`src/rtl/hyperram_op_scheduler_pkg.sv`:
```
// hyperram_op_scheduler_pkg: PHY opcodes, scheduler states and opcode lookup
package hyperram_op_scheduler_pkg;
  localparam logic [2:0] OP_HW_RST = 3'b000;
  localparam logic [2:0] OP_RD_REG = 3'b001;
  localparam logic [2:0] OP_WR_REG = 3'b010;
  localparam logic [2:0] OP_RD_MEM = 3'b011;
  localparam logic [2:0] OP_WR_MEM = 3'b100;
  typedef enum logic [2:0] {S_IDLE, S_RST, S_CFG, S_ID, S_GAP, S_READY, S_ISSUE, S_FAIL} state_t;
  function automatic logic [2:0] init_op(input state_t s);
    return s == S_CFG ? OP_WR_REG : s == S_ID ? OP_RD_REG : OP_HW_RST;
  endfunction
  function automatic logic is_init_op(input state_t s);
    return s == S_RST || s == S_CFG || s == S_ID;
  endfunction
endpackage

```
`src/rtl/hyperram_rr_arb2.sv`:
```
// hyperram_rr_arb2: 2-way round-robin arbiter, pointer remembers the last grantee
module hyperram_rr_arb2 (
  input  logic       i_clk,
  input  logic       i_rst_n,
  input  logic [1:0] i_req,
  input  logic       i_advance,
  output logic [1:0] o_gnt
);
  logic r_last_b;
  always_comb o_gnt = i_req == 2'b11 ? (r_last_b ? 2'b01 : 2'b10) : i_req;
  always_ff @(posedge i_clk)
    if (!i_rst_n) r_last_b <= 1'b1;
    else if (i_advance && |o_gnt) r_last_b <= o_gnt[1];
endmodule

```
`src/rtl/hyperram_op_scheduler.sv`:
```
// hyperram_op_scheduler: runs HyperRAM power-up, then shares the PHY op engine between two requesters
module hyperram_op_scheduler
  import hyperram_op_scheduler_pkg::*;
#(
  parameter int TIMEOUT_CYCLES = 4096,
  parameter int GAP_CYCLES     = 2,
  parameter int INIT_RETRY_MAX = 3
) (
  input  logic       i_clk,
  input  logic       i_rst_n,
  input  logic       i_start,
  output logic       o_init_done,
  output logic       o_init_fail,
  output logic       o_busy,
  input  logic       i_req_a,
  input  logic       i_req_b,
  input  logic       i_op_a,
  input  logic       i_op_b,
  output logic       o_gnt_a,
  output logic       o_gnt_b,
  output logic       o_done_a,
  output logic       o_done_b,
  output logic       o_err,
  output logic       o_phy_en,
  output logic [2:0] o_phy_op_req,
  input  logic       i_phy_op_done,
  output logic       o_timeout
);
  localparam int WD_W = $clog2(TIMEOUT_CYCLES + 1);
  localparam int GP_W = $clog2(GAP_CYCLES + 1);
  localparam int RT_W = $clog2(INIT_RETRY_MAX + 2);
  state_t            r_state, r_next;
  logic [WD_W-1:0]   r_wd;
  logic [GP_W-1:0]   r_gap;
  logic [RT_W-1:0]   r_retry;
  logic [1:0]        w_gnt;
  logic              w_wd_exp;
  assign w_wd_exp = r_wd == WD_W'(TIMEOUT_CYCLES - 1);
  assign o_busy = !(r_state inside {S_IDLE, S_READY, S_FAIL});
  hyperram_rr_arb2 u_arb (
    .i_clk    (i_clk),
    .i_rst_n  (i_rst_n),
    .i_req    ({i_req_b, i_req_a}),
    .i_advance(r_state == S_READY),
    .o_gnt    (w_gnt)
  );
  always_ff @(posedge i_clk) begin
    if (!i_rst_n) begin
      r_state      <= S_IDLE;
      r_next       <= S_IDLE;
      r_wd         <= '0;
      r_gap        <= '0;
      r_retry      <= '0;
      o_init_done  <= 1'b0;
      o_init_fail  <= 1'b0;
      o_gnt_a      <= 1'b0;
      o_gnt_b      <= 1'b0;
      o_done_a     <= 1'b0;
      o_done_b     <= 1'b0;
      o_err        <= 1'b0;
      o_phy_en     <= 1'b0;
      o_phy_op_req <= OP_HW_RST;
      o_timeout    <= 1'b0;
    end else begin
      o_done_a  <= 1'b0;
      o_done_b  <= 1'b0;
      o_err     <= 1'b0;
      o_timeout <= 1'b0;
      case (r_state)
        S_IDLE, S_FAIL: if (i_start) begin
          r_state      <= S_RST;
          r_retry      <= '0;
          o_init_fail  <= 1'b0;
          o_init_done  <= 1'b0;
          o_phy_en     <= 1'b1;
          o_phy_op_req <= OP_HW_RST;
          r_wd         <= '0;
        end
        S_RST, S_CFG, S_ID, S_ISSUE: if (i_phy_op_done || w_wd_exp) begin
          r_state      <= S_GAP;
          r_gap        <= '0;
          o_phy_en     <= 1'b0;
          o_phy_op_req <= OP_HW_RST;
          if (r_state == S_ISSUE) begin
            o_done_a <= o_gnt_a;
            o_done_b <= o_gnt_b;
            o_err    <= !i_phy_op_done;
            r_next   <= S_READY;
          end else if (i_phy_op_done) begin
            r_next <= r_state == S_RST ? S_CFG : r_state == S_CFG ? S_ID : S_READY;
            if (r_state == S_ID) o_init_done <= 1'b1;
          end else begin
            r_retry <= r_retry + RT_W'(1);
            r_next  <= r_retry >= RT_W'(INIT_RETRY_MAX) ? S_FAIL : S_RST;
          end
          o_timeout <= !i_phy_op_done;
        end else r_wd <= r_wd + WD_W'(1);
        S_GAP: begin
          o_gnt_a <= 1'b0;
          o_gnt_b <= 1'b0;
          if (r_gap == GP_W'(GAP_CYCLES - 1)) begin
            r_state      <= r_next;
            o_phy_en     <= is_init_op(r_next);
            o_phy_op_req <= init_op(r_next);
            o_init_fail  <= r_next == S_FAIL;
            r_wd         <= '0;
          end else r_gap <= r_gap + GP_W'(1);
        end
        S_READY: if (|w_gnt) begin
          r_state      <= S_ISSUE;
          o_gnt_a      <= w_gnt[0];
          o_gnt_b      <= w_gnt[1];
          o_phy_en     <= 1'b1;
          o_phy_op_req <= (w_gnt[0] ? i_op_a : i_op_b) ? OP_WR_MEM : OP_RD_MEM;
          r_wd         <= '0;
        end
        default: r_state <= S_IDLE;
      endcase
    end
  end
endmodule

```
`config.mk`:
```
export PLATFORM = sky130hd
export DESIGN_NAME = hyperram_op_scheduler
export DESIGN_NICKNAME = d
export VERILOG_FILES = /design/src/rtl/hyperram_op_scheduler_pkg.sv /design/src/rtl/hyperram_rr_arb2.sv /design/src/rtl/hyperram_op_scheduler.sv
export SDC_FILE = /design/constraint.sdc
export NUM_CORES = 1
export LEC_CHECK = 0
export CAP_MARGIN = 20
export CORE_ASPECT_RATIO = 1.75
export CORE_MARGIN = 1.5
export CORE_UTILIZATION = 50
export CTS_CLUSTER_SIZE = 14
export DETAILED_ROUTE_END_ITERATION = 8
export PLACE_DENSITY = 0.72
export SETUP_SLACK_MARGIN = 0.02
export SYNTH_ARGS = -nofsm -noshare
export SYNTH_HDL_FRONTEND = slang
export SYNTH_HIERARCHICAL = 1
export SYNTH_SLANG_ARGS = --single-unit
export TNS_END_PERCENT = 100
```
`constraint.sdc`:
```
create_clock -name i_clk -period 2.4 [get_ports i_clk]
set_input_delay 0.6 -clock i_clk [delete_from_list [all_inputs] [get_ports i_clk]]
set_output_delay 0.6 -clock i_clk [all_outputs]
set_load 0.01 [all_outputs]
```
* Word-level counts from Yosys, hierarchy flattened *
Index checks and enable logic that the tools add are counted.

storage, ports and cells
  input bits = 8
  word-level logic and storage cells = 119
  bits in registers = 37

cells by class
  order comparisons = 1
  equality and inequality tests = 24
  multiplexer cells = 50
  reduce and logical (&&, ||, !) cells = 25
  $add $sub $neg = 3

operators by type and width
  kind                   count
  $mux 13                4
  $pmux 13 s4            1
  $mux 3                 17
  $pmux 3 s4             2
  $ne 2x2->1 const B     10
  $eq 3x3->1 const B     5
  $mux 1                 14
  $add 13x1->13 const B  1
  $eq 13x12->1 const B   1
  $eq 3x2->1 const B     4
  $reduce_and 4->1       3
  $mux 2                 5
  $reduce_and 3->1       3
  $pmux 1 s2             4
  $reduce_bool 2->1      4
  $eq 3x1->1 const B     2
  $pmux 3 s2             1
  $reduce_and 6->1       1
  $reduce_and 5->1       1
  $pmux 1 s4             1
  $pmux 2 s2             1
  $reduce_and 2->1       2
  $reduce_or 2->1        2
  $reduce_or 4->1        1
  other kinds (10)       13

* Depth between registers and ports, before layout *
Gate-level depths: netlist (run 1).

  depth after elaboration = 6
  gate-level depth with buffers = 9
  depth with buffers taken out = 7

* Cells and area by module *
Netlist (run 1), hierarchy kept.

by module, submodules not included
  module                 times used  cells an instance  seq. area each (um2)  area each (um2)
  hyperram_op_scheduler  1           221                720.7                 1869.3
  hyperram_rr_arb2       1           7                  20.0                  58.8

* Worst setup path before layout (run 1) *
OpenSTA, ideal clock, no wires.

  path type = input to register
  start point = input i_req_a
  end point = register r_wd[8]
  required time = 2.326 ns
  cell stages on the path = 5
  arrival = 1.964 ns
  path slack = 0.361 ns
  path buffers = 0
  path through = a21boi_0 -> nor3_1 -> o31ai_4 -> or4_1 -> o21ai_0

on the way
  cells in the longest elaborated chain, start to end = 5

ends and longest elaborated chain
  what                            line                          source
  from (decl)                     hyperram_op_scheduler.sv:15   input logic i_req_a,
  $eq 2x2->1                      hyperram_rr_arb2.sv:10        always_comb o_gnt = i_req == 2'b11 ? (r_last_b ? 2'b01 : 2'b10) : i_req;
  $mux 2 (*)                      hyperram_rr_arb2.sv:10
  $reduce_or 2->1 (*)             hyperram_op_scheduler.sv:109  S_READY: if (|w_gnt) begin
  $ne 2x2->1 (no line) (*)        -
  $reduce_and 4->1 (no line) (*)  -
  to (signal assigned)            hyperram_op_scheduler.sv:97   end else r_wd <= r_wd + WD_W'(1);
  to (decl)                       hyperram_op_scheduler.sv:33   logic [WD_W-1:0] r_wd;

Every way passes the cells marked *; elsewhere a longest branch is shown, timed or not.
A chain may end at the register's enable or synchronous reset.

* Worst setup path after layout (run 1) *
  start point = register r_state[1]
  end point = output o_busy

on the way
  cells in the longest elaborated chain, start to end = 3

ends and longest elaborated chain
  what                                           line                          source
  from (decl)                                    hyperram_op_scheduler.sv:32   state_t r_state, r_next;
  from (signal assigned)                         hyperram_op_scheduler.sv:102  r_state <= r_next;
  $eq 3x3->1 or $logic_not 3->1 (tied branches)  hyperram_op_scheduler.sv:39   assign o_busy = !(r_state inside {S_IDLE, S_READY, S_FAIL});
  $reduce_bool 3->1 (*)                          hyperram_op_scheduler.sv:39
  $logic_not 1->1 (*)                            hyperram_op_scheduler.sv:39
  to (decl)                                      hyperram_op_scheduler.sv:14   output logic o_busy,

Marked as above.

==> results.md, run 1 <==
- Outcome: finished, final reports clean
- N_diodes: 0
- Family with the most delay on the worst path: flip-flops
- WP data arrival: 1680 ps
- Worst R2R Start: r_wd[0]$_SDFFE_PN0P_
- Total track usage: around 23%
- Final net count: about 280
- Hold Path Class: register to register
- # IOs: 21
- Slew @ Worst Pin: approximately 570 ps
- Avg Cell Area, Syn: around 8.5 µm²
- Asr flop ratio synth: 0%
- Row count: 29
- Static leakage: 0.8895 nW
- Maxcap violations: 0
- Endpoints failing setup: 0
- Synth area leader: dfxtp_1
- Layout Cell Area excl Fill: ~0.0024 mm²
- Core area: 0.003665 mm²
- 1st-iter DRT viols: 38
- Distinct cells, synth: 53
- Yosys top cell area share: 38.42%
- Post-placement cell area: approximately 0.0023 mm²
- EDFF count, synth: 0
- Most frequent cell after synthesis: dfxtp_1
- Slew headroom: between 60% and 70%
- Area Growth Syn to Fin: 23.62%
- Worst path cell trace: nor3_1 -> a21oi_1 -> clkdlybuf4s50_1
- Unrepaired setup endpoints after global routing: false
- Largest stage delay on the critical path: between 500 and 600 ps
- Worst Setup End Kind: output port
- Worst vdd ir: ~0.48 mV
- Slowest cell on the critical path: dfxtp_1
- Post-layout util: ~65%
- Largest net degree at the start of global routing: 15
- Num CTS Buffers: 5
- Gpl congestion: around 0.87
- DR DRC count: 0
- Post-Synthesis Cell Area: 0.001928 mm²
- Vias: roughly 1800
- Final ANT Viol Nets: 0
- Worst-skew pair later-pin latency: roughly 290 ps
- Starting Density: 52.61%
- Hold Path Origin: r_wd[12]$_SDFFE_PN0P_
- Worst setup startpoint: r_state[1]$_SDFFE_PN0P_
- WL final: ~4.5 mm
- Clock buffer depth: 2
- CTS tree: done
- Req. time, crit path: ~1800 ps
- First-pass GRT wire length: about 7.5 mm
- Final slew viol count: 0
- Hold slack: 463.0 ps
- Syn nets: between 200 and 250
- Horiz. Die Dim: around 50 µm
- CP Class: register to output port
- Sequential fraction of the synthesis area: between 30 and 40%
- Setup Slack @ Placement: -215.1 ps
- H-tree Lvls: 2
- Most used DFF post-synth: dfxtp_1
- Drt via density: between 5 and 6
- Pwr Density: slightly above 800 mW/mm²
- Skew final: between 4 and 5 ps
- Initial antenna violation count: 0
- Hpwl dp: roughly 3.4 mm
- Final cell count without fillers: just over 300
- Final WS setup: about 120 ps
- WP buf/inv: 1
- CTS sink count: 37
- Part of the cycle the worst path needs: around 95%
- Worst-path fanout max: 12
- Hold-fix buffers at CTS: 0
- Synth Instances: about 230
- Overflow after GRT: 0
- Share of post-route cells with drive strength above 1: about 16%
- Yosys warns: 6
- Tot Pwr: ~2 mW
- Setup_tns: 0 ps
- Worst Setup Start Kind: register
- Vias in the first global route: roughly 1700
- Height of the die: 85.15 µm
- Tmin final: 2279 ps
- Inst Count DP: between 300 and 400
- Number of detailed-route iterations in the first pass: 4
- Synth cell count leaders: dfxtp_1 (37), nand2_1 (20), nor2_1 (20), a21oi_1 (19), o21ai_0 (14)
- Fmax: roughly 440 MHz
- IO buf count: 20
- Post-CTS Resized: 0
- Dominant cells by area after synthesis: dfxtp_1 (38%), a21oi_1 (4.9%), nand2_1 (3.9%), nor2_1 (3.9%), o21ai_0 (3.6%)
- Post-CTS Setup Inserts: 0
- Final hold viol count: 0
- Clock root cell: clkbuf_8
- Yosys reg bits: 37
- Routed len/inst: approximately 15 µm
- DIE AREA: 0.004252 mm²
- Clock transition at path regs: about 70 ps
-- per-layer routing --
metal,routed length [µm],up-vias,GRT usage [%]
met4,156,0,12.88
li1,-,903,-
met2,2514,41,44.48
met1,1770,865,22.43
met3,102,13,3.697
met5,0,-,0
-- sequential cells by signal, summed over array words and instances, names as in the netlist --
| register | cells |
|---|---|
| r_wd | 13 |
| o_phy_op_req | 3 |
| r_next | 3 |
| r_retry | 3 |
| r_state | 3 |
| r_gap | 2 |
| o_done_a | 1 |
| o_done_b | 1 |
| o_err | 1 |
| o_gnt_a | 1 |
| o_gnt_b | 1 |
| o_init_done | 1 |
| o_init_fail | 1 |
| o_phy_en | 1 |
| o_timeout | 1 |
| u_arb/r_last_b | 1 |
-- kinds of logic after synthesis --
logic type               Yosys count  synth area share [%]
AO/OA/AOI/OAI                     70                 27.06
adder cells (fa/ha/maj)            4                 2.596
buffers and inverters             24                 6.100
flip-flops                        37                 38.42
multiplexers                       5                 2.661
AND/OR/NAND/NOR                   88                 23.17
-- placed cells by master (no fill, tap or decap), types with 8 or more instances in the layout --
cell / netlist / layout
o21ai_0: 14 / 14
inv_1: 13 / 13
buf_4: 2 / 20
nand3_1: 8 / 8
nand2_1: 20 / 20
nor2_1: 20 / 20
clkdlybuf4s50_1: 0 / 20
or3_1: 9 / 9
a21oi_1: 19 / 19
dfxtp_1: 37 / 36
-- final cells by class --
type | count | area, µm²
Clock buffer | 7 | 86.33
Fill cell | 316 | 1281
Inverter | 13 | 48.80
Multi-Input combinational cell | 167 | 1079
Sequential cell | 37 | 742.0
Tap cell | 46 | 57.56
Timing Repair Buffer | 41 | 370.4
-- report_power, final --
part	switching, mW	internal (mW)
registers	0.0768	0.674
logic	0.416	0.352
clock network	0.207	0.228
-- tightest hold or removal path, stage by stage, from the launching register on --
cell and delay [ps]:
dfxtp_1 330, nand2_1 60, a31oi_1 30
-- path summary, 6_finish.rpt --
path	to	slack (ps)	depth (start not counted)
worst max register to register	o_phy_op_req[1]$_SDFFE_PN0P_	190	7
worst min register to register	r_wd[12]$_SDFFE_PN0P_	460	2
worst min-delay path	r_wd[12]$_SDFFE_PN0P_	460	2
worst max-delay path	o_busy	120	3
(Power assumes the default switching activity.)
==> run 2: changes to the inputs <==
--- a/config.mk
+++ b/config.mk
@@ -11,7 +11,7 @@
 export CORE_UTILIZATION = 50
 export CTS_CLUSTER_SIZE = 14
 export DETAILED_ROUTE_END_ITERATION = 8
-export PLACE_DENSITY = 0.72
+export PLACE_DENSITY_LB_ADDON = 0.08
 export SETUP_SLACK_MARGIN = 0.02
 export SYNTH_ARGS = -nofsm -noshare
 export SYNTH_HDL_FRONTEND = slang
==> constraint.sdc (replaced) <==
create_clock -name i_clk -period 2.28 [get_ports i_clk]
set_input_delay 0.57 -clock i_clk [delete_from_list [all_inputs] [get_ports i_clk]]
set_output_delay 0.57 -clock i_clk [all_outputs]
set_load 0.01 [all_outputs]
==> results.md, run 2 (synthesis gave the netlist of run 1 again) <==
- Largest net degree at the start of global routing: 13 (-2)
- Overflow after GRT: 0 (unchanged)
- Fmax: 454.9 MHz
- Hold Path Class: register to register
- CP Class: input pin to register
- Hold slack: 477.0 ps (+14.03 ps)
- Reg with most FFs: r_wd
- Starting Density: 52.61% (unchanged)
- Clock root cell: clkbuf_8
- Static leakage: 0.9214 nW (+3.6%)
- CTS sink count: 37 (unchanged)
- First-pass GRT wire length: 7.659 mm (+1.7%)
- Reg2reg path depth: 6 (-1)
- Skew final: 3.237 ps (-1.403 ps)
- Req. time, crit path: 2500 ps (+700 ps)
- Logic pwr share: 41.3% (+2.0 points)
- Sw power: 0.7342 mW (+5.0%)
- Worst-path fanout max: 12 (unchanged)
- Vias: 1778 (-2.4%)
- H-tree Lvls: 2 (unchanged)
- Hold Path Origin: r_wd[11]$_SDFFE_PN0P_
- Final hold viol count: 0 (unchanged)
- Hpwl dp: 3.485 mm (+1.7%)
- # IOs: 21 (unchanged)
- Reg-to-Reg End: o_err$_SDFF_PN0_
- Number of detailed-route iterations in the first pass: 4 (unchanged)
- Final slew viol count: 0 (unchanged)
- Horiz. Die Dim: 49.94 µm (unchanged)
- Total track usage: 23.07% (-0.097 points)
- Clock buffer depth: 2 (unchanged)
- Commonest non-fill, non-tap cells in the layout: dfxtp_1 (34), buf_4 (25), nand2_1 (20), nor2_1 (20), clkdlybuf4s50_1 (20)
- Vias in the first global route: 1757 (+1.7%)
- Pwr Density: 848.5 mW/mm² (+3.6%)
- DR DRC count: 0 (unchanged)
- Maxcap violations: 0 (unchanged)
- Part of the cycle the worst path needs: 96.42%
- Met3 Track Usage GR: 4.049% (+0.35 points)
- Clock Power Share: 20.5% (-1.7 points)
- Clock transition at path regs: 70 ps (about the same)
- Row count: 29 (unchanged)
- Grt met2 use: 43.88% (-0.61 points)
- Slew headroom: 64.39% (+2.3 points)
- Outcome: finished, final reports clean
- Busiest grt layer: met2
- Setup_tns: 0 ps (unchanged)
- Routed len/inst: 14.08 µm (-3.7%)
- Worst-skew pair later-pin latency: 280 ps (about the same)
- Worst Setup End Kind: register
- N_diodes: 0 (unchanged)
- WL final: 4.476 mm (-1.5%)
- Hold Path Stages: 2 (unchanged)
- Unrepaired setup endpoints after global routing: true
- Initial antenna violation count: 0 (unchanged)
- Worst R2R Start: r_wd[0]$_SDFFE_PN0P_
- Switching Fraction: 35.35% (-0.45 points)
- Commonest non-fill, non-tap cell in the layout: dfxtp_1
- WP data arrival: 2410 ps (+730 ps)
- Sequential group share of total power: 38.2% (-0.2 points)
- Min-Delay Endpoint: r_wd[11]$_SDFFE_PN0P_
- Worst vdd ir: 0.5313 mV (+11%)
- GR Util met1: 24.25% (+1.8 points)
- Post-CTS Setup Inserts: 0 (unchanged)
- DIE AREA: 0.004252 mm² (unchanged)
- Post-layout util: 66.78% (+1.7 points)
- Gpl congestion: 0.7766 (-11%)
- Final ANT Viol Nets: 0 (unchanged)
- Slew @ Worst Pin: 529.3 ps (-35.76 ps)
- Height of the die: 85.15 µm (unchanged)
- 1st-iter DRT viols: 43 (+13%)
- Endpoints failing setup: 0 (unchanged)
- Share of post-route cells with drive strength above 1: 19.12% (+2.9 points)
- Drt via density: 5.591 (-4.6%)
- Num CTS Buffers: 5 (unchanged)
- Area Growth Syn to Fin: 26.93%
- Max reg flops: 13 (unchanged)
- Final net count: 283 (+2.2%)
- Tmin final: around 2200 ps
- Worst Setup Start Kind: input pin
- Core area: 0.003665 mm² (unchanged)
- Internal: 1.343 mW (+7.1%)
- R2R Setup Slk: 150 ps (-40 ps)
- IO buf count: 20 (unchanged)
- CTS tree: done
## run 2: cell types whose count changed in the layout (fill, tap and decap cells not counted), sizes merged
cell,delta
clkbuf,+1
buf,+6
## run 2: area by class of cell
class | count | area (µm²)
clock buffers | 8 | 80.08
fillers | 327 | 1217
inverters | 13 | 48.80
multi-input cells | 167 | 1089
flip-flops and latches | 37 | 744.5
well taps | 46 | 57.56
repair buffers | 47 | 427.9
## run 2: power groups by stage
stage,sequential (mW),clock (mW),combinational [mW]
final,0.793,0.426,0.858
after global routing,0.806,0.469,0.933
after CTS,0.789,0.443,0.851
after detailed placement,0.804,0,0.839
after global placement,0.803,0,0.830
after floorplan,0.765,0,0.552
## run 2: per-stage QoR
stage	cell area (µm²)	power (mW)	worst slack, ps	std cells
floorplan	1928	1.318	257.2	228
global placement	2345	1.633	-335.0	310
detailed placement	2345	1.643	-356.4	310
CTS	2431	2.084	26.16	318
global route	2447	2.207	-2.036	318
finish	2447	2.077	81.63	318
## run 2: worst max-delay path by stage
stage                                     from                           end  cells after the start
after global routing                   i_req_b          r_wd[7]$_SDFFE_PN0P_                      7
after detailed placement               i_req_a         r_wd[11]$_SDFFE_PN0P_                      9
after global placement                 i_req_b         r_wd[11]$_SDFFE_PN0P_                      9
after floorplan           r_wd[0]$_SDFFE_PN0P_  o_phy_op_req[2]$_SDFFE_PN0P_                      7
final                                  i_req_b          r_wd[4]$_SDFFE_PN0P_                      8
after CTS                              i_req_a          r_wd[4]$_SDFFE_PN0P_                      7
## run 2: metal layers
metal  vias up  part of all wire, %
li1        912                    -
met1       829                   39
met2        28                   57
met3         9                  2.0
met4         0                  1.9
met5         -                    0
## run 2: critical path: stages
cell	delay (ps)
clkdlybuf4s50_1	520
a21boi_0	190
buf_4	140
or3_1	130
o211ai_2	180
buf_12	190
or3_1	340
a21oi_1	140
## run 2: repair_timing
item                                   in CTS  in global routing
resized for setup                           1                  7
setup endpoints to repair                   2                 16
hold buffers                                0                  0
endpoints found under the hold margin       0                  0
==> run 3: changes to the inputs <==
--- a/config.mk
+++ b/config.mk
@@ -8,7 +8,7 @@
 export CAP_MARGIN = 20
 export CORE_ASPECT_RATIO = 1.75
 export CORE_MARGIN = 1.5
-export CORE_UTILIZATION = 50
+export CORE_UTILIZATION = 45
 export CTS_CLUSTER_SIZE = 14
 export DETAILED_ROUTE_END_ITERATION = 8
 export PLACE_DENSITY_LB_ADDON = 0.08
==> results.md, run 3 (synthesis gave the netlist of run 1 again) <==
- Worst-path fanout max: 12 (unchanged)
- 1st-iter DRT viols: 35 (-19%)
- Initial antenna violation count: 0 (unchanged)
- IO buf count: 20 (unchanged)
- Worst Setup End Kind: register
- WL final: 4.693 mm (+4.8%)
- Multi-input logic area: 0.001091 mm² (+0.23%)
- Starting Density: 46.90% (-5.7 points)
- Slew @ Worst Pin: 483.3 ps (-45.99 ps)
- Final net count: 283 (unchanged)
- Final hold viol count: 0 (unchanged)
- Worst vdd ir: 0.5039 mV (-5.2%)
- Clock transition at path regs: 70 ps (about the same)
- Vias: 1823 (+2.5%)
- Max reg flops: 13 (unchanged)
- Static leakage: 0.9244 nW (+0.32%)
- Sw power: 0.7497 mW (+2.1%)
- Overflow after GRT: 0 (unchanged)
- Number of detailed-route iterations in the first pass: 4 (unchanged)
- Final WS setup: 114.3 ps (+32.64 ps)
- Row count: 31 (+6.9%)
- Fill cell count: 383 (+17%)
- Setup Slack @ Placement: -432.2 ps (-75.83 ps)
- Internal: 1.320 mW (-1.7%)
- Fmax: 461.7 MHz (+1.5%)
- Drt via density: 5.679 (+1.6%)
- Core area: 0.004111 mm² (+12%)
- Pwr Density: 847.0 mW/mm² (-0.18%)
- Post-placement cell area: 0.002316 mm² (-1.2%)
- Tmin final: 2166 ps (-32.64 ps)
- WP data arrival: 2370 ps (-40 ps)
- Clock root cell: clkbuf_8
- CTS sink count: 37 (unchanged)
- Req. time, crit path: 2480 ps (-20 ps)
- Clock buffer depth: 2 (unchanged)
- Share of post-route cells with drive strength above 1: 19.12% (unchanged)
- N_diodes: 0 (unchanged)
- Final cell count without fillers: 321 (+0.94%)
- Hold Path Class: register to register
- Height of the die: 89.59 µm (+5.2%)
- Largest net degree at the start of global routing: 15 (+2)
- Logic pwr share: 40.6% (-0.7 points)
- Gpl congestion: 0.8146 (+4.9%)
- Vias in the first global route: 1701 (-3.2%)
- Worst Setup Start Kind: input pin
- # IOs: 21 (unchanged)
- Total track usage: 22.01% (-1.1 points)
- Outcome: finished, final reports clean
- Commonest non-fill, non-tap cells in the layout: dfxtp_1 (34), buf_4 (26), nand2_1 (20), nor2_1 (20), clkdlybuf4s50_1 (20)
- Horiz. Die Dim: 52.48 µm (+5.1%)
- Routed len/inst: 14.62 µm (+3.9%)
- CP Class: input pin to register
- Final slew viol count: 0 (unchanged)
- Slew headroom: 67.56% (+3.2 points)
- Endpoints failing setup: 0 (unchanged)
- Num CTS Buffers: 5 (unchanged)
- H-tree Lvls: 2 (unchanged)
- First-pass GRT wire length: 7.700 mm (+0.54%)
- Unrepaired setup endpoints after global routing: true
- Worst-skew pair later-pin latency: 290 ps (about the same)
- Skew final: 3.511 ps (+0.2733 ps)
- Hpwl dp: 3.586 mm (+2.9%)
- Area Growth Syn to Fin: 26.74%
- Maxcap violations: 0 (unchanged)
- Hold Path Stages: 2 (unchanged)
- Hold-fix buffers at CTS: 0 (unchanged)
- Tot Pwr: 2.070 mW (-0.34%)
- CTS tree: done
- Switching Fraction: 36.22% (+0.87 points)
- Layout Cell Area excl Fill: 0.002444 mm² (-0.15%)
- DIE AREA: 0.004702 mm² (+11%)
- Part of the cycle the worst path needs: 94.99% (-1.4 points)
- Clock Power Share: 21.4% (+0.9 points)
- Reg with most FFs: r_wd
- Sequential group share of total power: 38.1% (about the same)
- Register area: 747.0 µm² (+0.34%)
- Inst Count DP: 312 (+0.65%)
- Final ANT Viol Nets: 0 (unchanged)
- DR DRC count: 0 (unchanged)
- Reg2reg path depth: 7 (+1)
- Commonest non-fill, non-tap cell in the layout: dfxtp_1
==> run 3: cell counts in the layout (fill, tap and decap cells not counted) <==
No cell type changed its count.
==> run 3: power by group through the flow <==
| stage | Clock [mW] | Sequential (mW) | Combinational (mW) |
|---|---|---|---|
| 2_1_floorplan | 0 | 0.765 | 0.552 |
| 3_3_place_gp | 0 | 0.796 | 0.769 |
| 3_5_place_dp | 0 | 0.795 | 0.776 |
| 4_1_cts | 0.464 | 0.783 | 0.835 |
| 5_1_grt | 0.486 | 0.799 | 0.927 |
| 6_report | 0.442 | 0.788 | 0.840 |
==> run 3: metrics by stage <==
step	hold slack (ps)	TNS, ps	utilization [%]
floorplan	437.2	0	-
global placement	452.5	-4970	56.33
detailed placement	463.9	-5978	56.33
CTS	474.0	0	59.04
global route	502.5	0	59.43
finish	480.3	0	59.43
==> run 3: repair_timing <==
item	in CTS	in global routing
endpoints found under the hold margin	0	0
endpoints found under the setup margin	16	6
pin swaps	1	0
gates resized for setup	4	5
setup buffers	1	0
==> run 3: cell type report <==
cell class | count | area share (%)
multi-input cells | 167 | 44.65
flip-flops and latches | 37 | 30.57
repair buffers | 47 | 17.00
clock buffers | 8 | 3.277
well taps | 49 | 2.509
inverters | 13 | 1.997
==> run 3: path summary, 6_finish.rpt <==
check,from,endpoint,slack (ps)
worst min register to register,r_wd[12]$_SDFFE_PN0P_,r_wd[12]$_SDFFE_PN0P_,480
worst min-delay path,r_wd[12]$_SDFFE_PN0P_,r_wd[12]$_SDFFE_PN0P_,480
worst max register to register,r_wd[0]$_SDFFE_PN0P_,o_phy_op_req[1]$_SDFFE_PN0P_,250
worst max-delay path,i_req_a,o_phy_op_req[1]$_SDFFE_PN0P_,110
==> run 3: layer usage <==
layer	up-vias	part of all wire, %	track usage, %
li1	919	-	-
met1	859	39	22.89
met2	31	55	39.77
met3	14	2.5	4.636
met4	0	3.0	12.35
met5	-	0	0
==> run 3: worst max-delay path: stages <==
cell and delay (ps):
clkdlybuf4s50_1 490, a21boi_0 190, buf_4 150, nor3_1 50, buf_4 150, buf_4 130, a211oi_4 190, buf_12 170
nor2_1 40, a311oi_1 230
